<file path="src/rtl/sync_fifo_pkg.sv">
// Shared sizing helpers and types for the parametrised synchronous FIFO.
// Imported by sync_fifo_p and fifo_mem.
package sync_fifo_pkg;

  localparam int DEF_WIDTH = 8;
  localparam int DEF_DEPTH = 16;

  typedef enum logic [1:0] {
    FILL_EMPTY,
    FILL_PARTIAL,
    FILL_FULL
  } fill_e;

  function automatic int ptr_w(input int depth);
    return (depth < 2) ? 1 : $clog2(depth);
  endfunction

  function automatic int cnt_w(input int depth);
    return ptr_w(depth) + 1;
  endfunction

  function automatic bit is_pow2(input int n);
    return (n > 0) && ((n & (n - 1)) == 0);
  endfunction

  function automatic bit levels_ok(
    input int ae,
    input int af,
    input int depth
  );
    return (ae < af) && (af <= depth);
  endfunction

endpackage

</file>
<file path="src/rtl/sync_fifo_mem.sv">
// DEPTH x WIDTH register array: one synchronous write port and one
// registered read port whose output holds between reads.
module fifo_mem
  import sync_fifo_pkg::*;
#(
  parameter int WIDTH = DEF_WIDTH,
  parameter int DEPTH = DEF_DEPTH,
  parameter int AW    = ptr_w(DEPTH)
) (
  input  logic             clk,
  input  logic             rst,
  input  logic             we,
  input  logic [AW-1:0]    waddr,
  input  logic [WIDTH-1:0] wdata,
  input  logic             re,
  input  logic [AW-1:0]    raddr,
  output logic [WIDTH-1:0] rdata
);

  logic [WIDTH-1:0] mem_q [DEPTH];
  logic [WIDTH-1:0] rdata_q;
  logic [WIDTH-1:0] rdata_d;

  // Storage is deliberately left out of reset.
  always_ff @(posedge clk) begin
    if (we) begin
      mem_q[waddr] <= wdata;
    end
  end

  always_comb begin
    rdata_d = rdata_q;
    if (re) begin
      rdata_d = mem_q[raddr];
    end
  end

  always_ff @(posedge clk or negedge rst) begin
    if (!rst) begin
      rdata_q <= '0;
    end else begin
      rdata_q <= rdata_d;
    end
  end

  assign rdata = rdata_q;

endmodule

</file>
<file path="src/rtl/sync_fifo_p.sv">
// Parametrised single-clock FIFO with occupancy count, programmable
// almost flags and one-cycle overflow/underflow pulses.
module sync_fifo_p
  import sync_fifo_pkg::*;
#(
  parameter int WIDTH    = DEF_WIDTH,
  parameter int DEPTH    = DEF_DEPTH,
  parameter int AF_LEVEL = DEPTH - 2,
  parameter int AE_LEVEL = 2,
  localparam int PTR_W   = ptr_w(DEPTH),
  localparam int CNT_W   = cnt_w(DEPTH)
) (
  input  logic             clk,
  input  logic             rst,
  input  logic [WIDTH-1:0] data_i,
  input  logic             write_enable,
  input  logic             read_enable,
  output logic [WIDTH-1:0] data_o,
  output logic             read_valid,
  output logic             full,
  output logic             empty,
  output logic             almost_full,
  output logic             almost_empty,
  output logic [CNT_W-1:0] count,
  output logic             overflow,
  output logic             underflow
);

  if (!is_pow2(DEPTH) || DEPTH < 2) begin : g_bad_depth
    $error("sync_fifo_p: DEPTH must be a power of two >= 2");
  end

  if (!levels_ok(AE_LEVEL, AF_LEVEL, DEPTH)) begin : g_bad_levels
    $error("sync_fifo_p: need AE_LEVEL < AF_LEVEL <= DEPTH");
  end

  localparam logic [CNT_W-1:0] DEPTH_C = CNT_W'(DEPTH);
  localparam logic [CNT_W-1:0] AF_C    = CNT_W'(AF_LEVEL);
  localparam logic [CNT_W-1:0] AE_C    = CNT_W'(AE_LEVEL);

  logic [PTR_W-1:0] wr_ptr_q, wr_ptr_d;
  logic [PTR_W-1:0] rd_ptr_q, rd_ptr_d;
  logic [CNT_W-1:0] count_q, count_d;
  logic             read_valid_q, read_valid_d;
  logic             overflow_q, overflow_d;
  logic             underflow_q, underflow_d;
  logic             wr_ok;
  logic             rd_ok;
  fill_e            fill;

  always_comb begin
    fill = FILL_PARTIAL;
    unique case (1'b1)
      (count_q == '0):     fill = FILL_EMPTY;
      (count_q == DEPTH_C): fill = FILL_FULL;
      default: ;
    endcase
  end

  assign full         = (fill == FILL_FULL);
  assign empty        = (fill == FILL_EMPTY);
  assign almost_full  = (count_q >= AF_C);
  assign almost_empty = (count_q <= AE_C);

  // A read frees a slot, so a write into a full FIFO still lands.
  // No fall-through: an empty FIFO never serves a same-cycle write.
  always_comb begin
    rd_ok = read_enable && !empty;
    wr_ok = write_enable && (!full || rd_ok);

    wr_ptr_d = wr_ptr_q + PTR_W'(wr_ok);
    rd_ptr_d = rd_ptr_q + PTR_W'(rd_ok);

    count_d = count_q;
    unique case ({wr_ok, rd_ok})
      2'b10:   count_d = count_q + 1'b1;
      2'b01:   count_d = count_q - 1'b1;
      default: count_d = count_q;
    endcase

    read_valid_d = rd_ok;
    overflow_d   = write_enable && !wr_ok;
    underflow_d  = read_enable && !rd_ok;
  end

  always_ff @(posedge clk or negedge rst) begin
    if (!rst) begin
      wr_ptr_q     <= '0;
      rd_ptr_q     <= '0;
      count_q      <= '0;
      read_valid_q <= 1'b0;
      overflow_q   <= 1'b0;
      underflow_q  <= 1'b0;
    end else begin
      wr_ptr_q     <= wr_ptr_d;
      rd_ptr_q     <= rd_ptr_d;
      count_q      <= count_d;
      read_valid_q <= read_valid_d;
      overflow_q   <= overflow_d;
      underflow_q  <= underflow_d;
    end
  end

  fifo_mem #(
    .WIDTH (WIDTH),
    .DEPTH (DEPTH),
    .AW    (PTR_W)
  ) u_mem (
    .clk   (clk),
    .rst   (rst),
    .we    (wr_ok),
    .waddr (wr_ptr_q),
    .wdata (data_i),
    .re    (rd_ok),
    .raddr (rd_ptr_q),
    .rdata (data_o)
  );

  assign count      = count_q;
  assign read_valid = read_valid_q;
  assign overflow   = overflow_q;
  assign underflow  = underflow_q;

endmodule

</file>
<file path="config.mk">
export PLATFORM = sky130hd
export DESIGN_NAME = sync_fifo_p
export DESIGN_NICKNAME = d
export VERILOG_FILES = /design/src/rtl/sync_fifo_pkg.sv /design/src/rtl/sync_fifo_mem.sv /design/src/rtl/sync_fifo_p.sv
export SDC_FILE = /design/constraint.sdc
export NUM_CORES = 1
export LEC_CHECK = 0
export CAP_MARGIN = 20
export CORE_MARGIN = 2
export CORE_UTILIZATION = 30
export DETAILED_ROUTE_END_ITERATION = 16
export GPL_TIMING_DRIVEN = 0
export HOLD_SLACK_MARGIN = 0.03
export PLACE_DENSITY_LB_ADDON = 0.3
export SLEW_MARGIN = 40
export SYNTH_ARGS = -nofsm -noshare
export SYNTH_HDL_FRONTEND = slang
export SYNTH_SLANG_ARGS = --single-unit
</file>
<file path="constraint.sdc">
create_clock -name clk -period 4.41 [get_ports clk]
set_input_delay 1.1025 -clock clk [delete_from_list [all_inputs] [get_ports clk]]
set_output_delay 1.1025 -clock clk [all_outputs]
set_load 0.005 [all_outputs]
</file>
; Word level (Yosys, flattened, before mapping)
; Memory sizes are Yosys's and may differ from the RTL's. A register that Yosys moved wholly into a read port is not among the register bits.
; Index checks and enable logic that the tools add are counted.
[word_totals]
register_bits = 16
mem_bits_rw = 128
out_inout_bits = 20
elab_cells = 34
n_memories = 1
[mem_list]
columns = memory, words, width, read_ports, rd_clocked_by_memory_dff, write_ports, line_no
row1 = u_mem.mem_q, 16, 8, 1, 1, 1, sync_fifo_mem.sv:20  ; logic [WIDTH-1:0] mem_q [DEPTH];
[op_classes]
n_addsub = 4
order_cmp = 2
eq_ne = 4
mux = 4
reduce_logical = 13
[ops]
columns = operator, n
row1 = $pmux W5 S2, 1
row2 = $add A4 B1 Y4, 2
row3 = $add A5 B1 Y5 const B, 1
row4 = $eq A5 B5 Y1 const B, 1
row5 = $ge A5 B4 Y1 const B, 1
row6 = $le A5 B2 Y1 const B, 1
row7 = $logic_not A1 Y1, 5
row8 = $logic_not A5 Y1, 1
row9 = $sub A5 B1 Y5 const B, 1
row10 = $eq A2 B2 Y1 const B, 2
row11 = $logic_and A1 B1 Y1, 4
row12 = $pmux W2 S2, 1
row13 = $eq A2 B1 Y1 const B, 1
row14 = $logic_not A2 Y1, 1
row15 = $mux W1, 2
row16 = $reduce_bool A2 Y1, 1
row17 = $logic_or A1 B1 Y1, 1

; Logic depth before layout (Yosys ltp)
[logic_depth]
depth_word = 9
mapped_depth = 10
depth_no_buf = 10

; Hierarchy
; Synthesis repeated with hierarchy kept, for this count alone.
[hier_totals]
cells_unflattened = 339
area_unflattened_um2 = 6332.3
[by_module_without_submodules]
columns = module, instances, cells_each, area_each_um2
row1 = fifo_mem, 1, 240, 5331.4
row2 = sync_fifo_p, 1, 99, 1001.0

; Least setup slack after synthesis
; Ideal clock, no wire load.
[synth_path]
path_type = input to register
start = in read_enable
end = reg count_q[4], in the netlist count[4]
setup_time_ps = 118
t_arrival_ps = 2637
t_required_ps = 4292
setup_slack_ps = 1655
cell_stages = 8
path_buffers = 0
cell_sequence = o21ai_4 or2_4 fa_1 nand2b_1 nand2b_1 a211o_1 mux2_2 a21o_1
[synth_between]
elab_chain_len = 5
elab_cells_between_ends = 7
cone_classes = eq/ne: 2 / mux: 1 / reduce/logical: 4
[synth_rtl]
columns = item, line_no
row1 = from (decl), sync_fifo_p.sv:17  ; input logic read_enable,
row2 = $logic_and A1 B1 Y1 (*), sync_fifo_p.sv:68  ; rd_ok = read_enable && !empty;
row3 = $logic_or A1 B1 Y1, sync_fifo_p.sv:69  ; wr_ok = write_enable && (!full || rd_ok);
row4 = $logic_and A1 B1 Y1, sync_fifo_p.sv:69
row5 = $eq A2 B1 Y1 / $eq A2 B2 Y1 (equally long branches), sync_fifo_p.sv:75  ; unique case ({wr_ok, rd_ok})
row6 = $pmux W5 S2 / $reduce_bool A2 Y1 (equally long branches), n/a
row7 = to (signal assigned), sync_fifo_p.sv:97  ; count_q <= count_d;
row8 = to (decl), sync_fifo_p.sv:43  ; logic [CNT_W-1:0] count_q, count_d;
; Mark *: on every way between the ends. The rest lies on a longest branch, timed or not.
; A chain may end at the register's enable or synchronous reset.

; Worst setup path in the final report
[layout_path]
start = reg count_q[0], in the netlist count[0]
end = out empty
[layout_between]
elab_chain_len = 3
elab_cells_between_ends = 4
cone_classes = eq/ne: 1 / mux: 1 / reduce/logical: 2
[layout_rtl]
columns = item, line_no
row1 = $eq A5 B5 Y1 / $logic_not A5 Y1 (equally long branches), "sync_fifo_p.sv:55, sync_fifo_p.sv:54"
row2 = $pmux W2 S2 (*), sync_fifo_p.sv:53  ; unique case (1'b1)
row3 = $logic_not A2 Y1 (*), sync_fifo_p.sv:61  ; assign empty = (fill == FILL_EMPTY);
row4 = to (decl), sync_fifo_p.sv:21  ; output logic empty,
; Marked as above.

==> results.md <==
* Setup Buffers After CTS at 0
* Vias in the first global route at 3,249
* Placed instance area at 6690 um2
* Post-synth EDFFs at 128
* Post-CTS Hold Buffers at 0
* Num CTS Buffers at 17
* Fraction of layout cells with a size suffix above 1 at 23.0%
* CTS sink count at 152
* Slew margin rel. at 43.9%
* Reg clk slew, reported paths at 60 ps
* H-Tree Depth at 4
* Synth Net Count at 336
* Max-Cap Viols at 0
* Fmax achieved at 313 MHz
* Synth warn at 0
* Cell Chain, Critical Path: or4_4 -> nor2_1 -> clkdlybuf4s50_1
* RR Startpoint: count[0]
* Post-synth ARST share at 15.8%
* DP HPWL at 8110 um
* Syn Inst Count at 316
* Mapped cell area at 6030 um2
* WHS Path Cells at 2
* Tot Pwr at 4.66 mW
* Peak supply drop at 0.000320 V
* Fin area at 7240 um2
* First-pass GRT wire length at 19,300 um
* Synth Area in XOR/XNOR at 1.16%
* Worst path slowest cell: or4_4
* Adder-cell share of the synthesized area at 1.78%
* R2r endpoint: count[4]
* Cell row count at 51
* CP Max Fanout at 6
* Final wirelength at 12,300 um
* CTS tree: done
* Required time of the critical path at 3310 ps
* Total negative slack at 0 ps
* Yosys cell types at 38
* Average wire per standard cell at 19.2 um
* Final Wtd Congestion at 0.701
* CP Data Arrival Time at 2100 ps
* Worst path bufs/invs at 1
* Post-synth top flop: edfxtp_1
* Final hold viol count at 0
* Compound-gate portion of the synthesized area at 3.52%
* DR vias at 3,016
* Clock Skew at 7.80 ps
* Status: finished, final reports clean
* #FFs+latches synth at 152
* Worst R2R Setup Slack at 1490 ps
* # resized after CTS at 0
* Die width at 146 um
* Clock period minus worst slack at 3200 ps
* Via-to-Cell Ratio at 4.69
* Kind of path behind the tightest hold check: flip-flop to flip-flop
* Bufs on Longest Clock Path at 2
* Most common cell after layout, fill and taps aside: edfxtp_1
* Largest net degree at the start of global routing at 25
* Initial detailed-routing violation count at 238
* P per Cell Area at 643 nW/um2
* Final ANT Viol Nets at 0
* Clk Latency, worst-skew pair at 420 ps
* Main combinational cell family by area after synthesis: multiplexers
* Period utilization at 72.5%
* Die height at 146 um
* Ports at 32
* CTS Root Cell: clkbuf_16
* Mux share of post-synthesis cell area at 14.1%
* WHS Endpoint: u_mem.rdata[4]
* CP Class: flip-flop to output port
* Antenna Cells at 0
* Most frequent cells in the layout: edfxtp_1, mux4_2, clkdlybuf4s50_1
* CP Launch Type: flip-flop
* DRC at 0
* Reg2reg path depth at 10
* Crit path max-delay family: simple AND/OR/NAND/NOR gates
* Highest cell delay on the worst timing path at 580 ps
* Final nets at 386
* Post-Syn Area per Cell at 19.1 um2
* PortBufs at 31
* Crit end category: output port
* HP Start: u_mem.rdata[4]
* Overall Global Routing Usage at 12.5%
* Finish-stage setup viols at 0
* Initial Util at 30.8%
* Register area share after synthesis at 73.6%
* Slew Limit Fails at 0
* GRT Residual Overflow at 0
* LEAKAGE at 2.42 nW
* Initial antenna violation count at 0
* Area grow syn2layout at 20.0%
* Post-synthesis simple-gate area fraction at 4.27%
* RSZ-0062 raised after global routing: false
* Fillcell total at 1,802
* Pre-antenna DRT Iters at 4
* Least-Margin Pin Slew at 838 ps
* Die area at 21,300 um2
* Core area at 19,600 um2
[worst reg2reg max path: stages (launching register included)]
cell,delay (ps)
dfrtp_1,440
or4_4,580
o21ai_4,260
or2_4,210
inv_1,80
ha_1,330
nand2b_1,120
nand2b_1,60
a211o_1,300
mux2_2,270
a21o_1,180
[flip-flops by register name, indices dropped and copies added, names as in the netlist]
signal / flops
underflow: 1
u_mem.mem_q: 128
u_mem.rdata: 8
read_valid: 1
rd_ptr_q: 4
count: 5
wr_ptr_q: 4
overflow: 1
[metal layers]
layer / track usage (%) / routed length (um) / vias to the layer above / part of all wire (%)
met5: 0 / 0 / - / 0
met4: 4.51 / 143 / 0 / 1.2
met3: 3.45 / 574 / 13 / 4.7
met2: 20.1 / 6110 / 75 / 50
met1: 16.3 / 5500 / 1571 / 45
li1: - / - / 1357 / -
[worst max-delay path by stage]
stage	slack [ps]	startpoint	endpoint	cells past startpoint
2_1_floorplan	1660	read_enable	count[4]	8
3_3_place_gp	490	read_enable	u_mem.mem_q[0][1]	4
3_5_place_dp	800	read_enable	count[4]	10
4_1_cts	1160	count[1]	empty	3
5_1_grt	1070	count[1]	empty	3
6_report	1210	count[0]	empty	3
[cells in the mapped netlist (all sizes together), types with 2 or more instances]
master / number / area, um2
clkbuf: 8 / 30.0
a21o: 2 / 15.0
o21ai: 12 / 82.6
or2: 2 / 15.0
xnor2: 6 / 52.6
mux2: 3 / 41.3
buf: 8 / 37.5
ha: 7 / 87.6
nor2: 15 / 56.3
o221ai: 8 / 70.1
xor2: 2 / 17.5
edfxtp: 128 / 3840
nand2: 18 / 67.6
nor3: 4 / 20.0
a21oi: 2 / 10.0
nand2b: 5 / 31.3
dfrtp: 24 / 601
inv: 6 / 22.5
mux2i: 9 / 90.1
mux4: 32 / 721
nand3b: 2 / 15.0
nand3: 3 / 15.0
[cells by family (layout without fill, tap and decap cells)]
logic type                 count (synthesis)  after routing
DFF                                      152            152
adders and majority gates                  8              8
muxes                                     44             44
buffers and inverters                     22             84
and+or+nand+nor                           54             54
xor gates and xnor gates                   8              8
AOI/OAI and AO/OA                         28             28
[layout make-up]
cell class                 instances  area [um2]  area share [%]
timing repair buffer              31         305            4.21
buffer                            16        67.6           0.933
sequential                       152        4440            61.4
clock inverter                    14         106            1.47
multi-input combinational        142        1540            21.3
inverter                           6        22.5           0.311
clock buffer                      17         425            5.87
tap                              265         332            4.58
[power breakdown]
part / leakage (nW) / internal (mW) / switching [mW]
sequential: 1.44 / 1.79 / 0.101
clock: 0.261 / 0.764 / 0.555
combinational: 0.716 / 0.690 / 0.763
[stage by stage]
| step | instances | utilization (%) | setup WS (ps) | hold WS [ps] |
|---|---|---|---|---|
| after floorplan | 316 | - | 1660 | 473 |
| after global placement | 612 | 34.1 | 487 | 481 |
| after detailed placement | 612 | 34.2 | 803 | 473 |
| after CTS | 643 | 36.9 | 1160 | 485 |
| after global routing | 643 | 37.0 | 1070 | 523 |
| final | 643 | 37.0 | 1210 | 481 |
(Power assumes the default switching activity.)
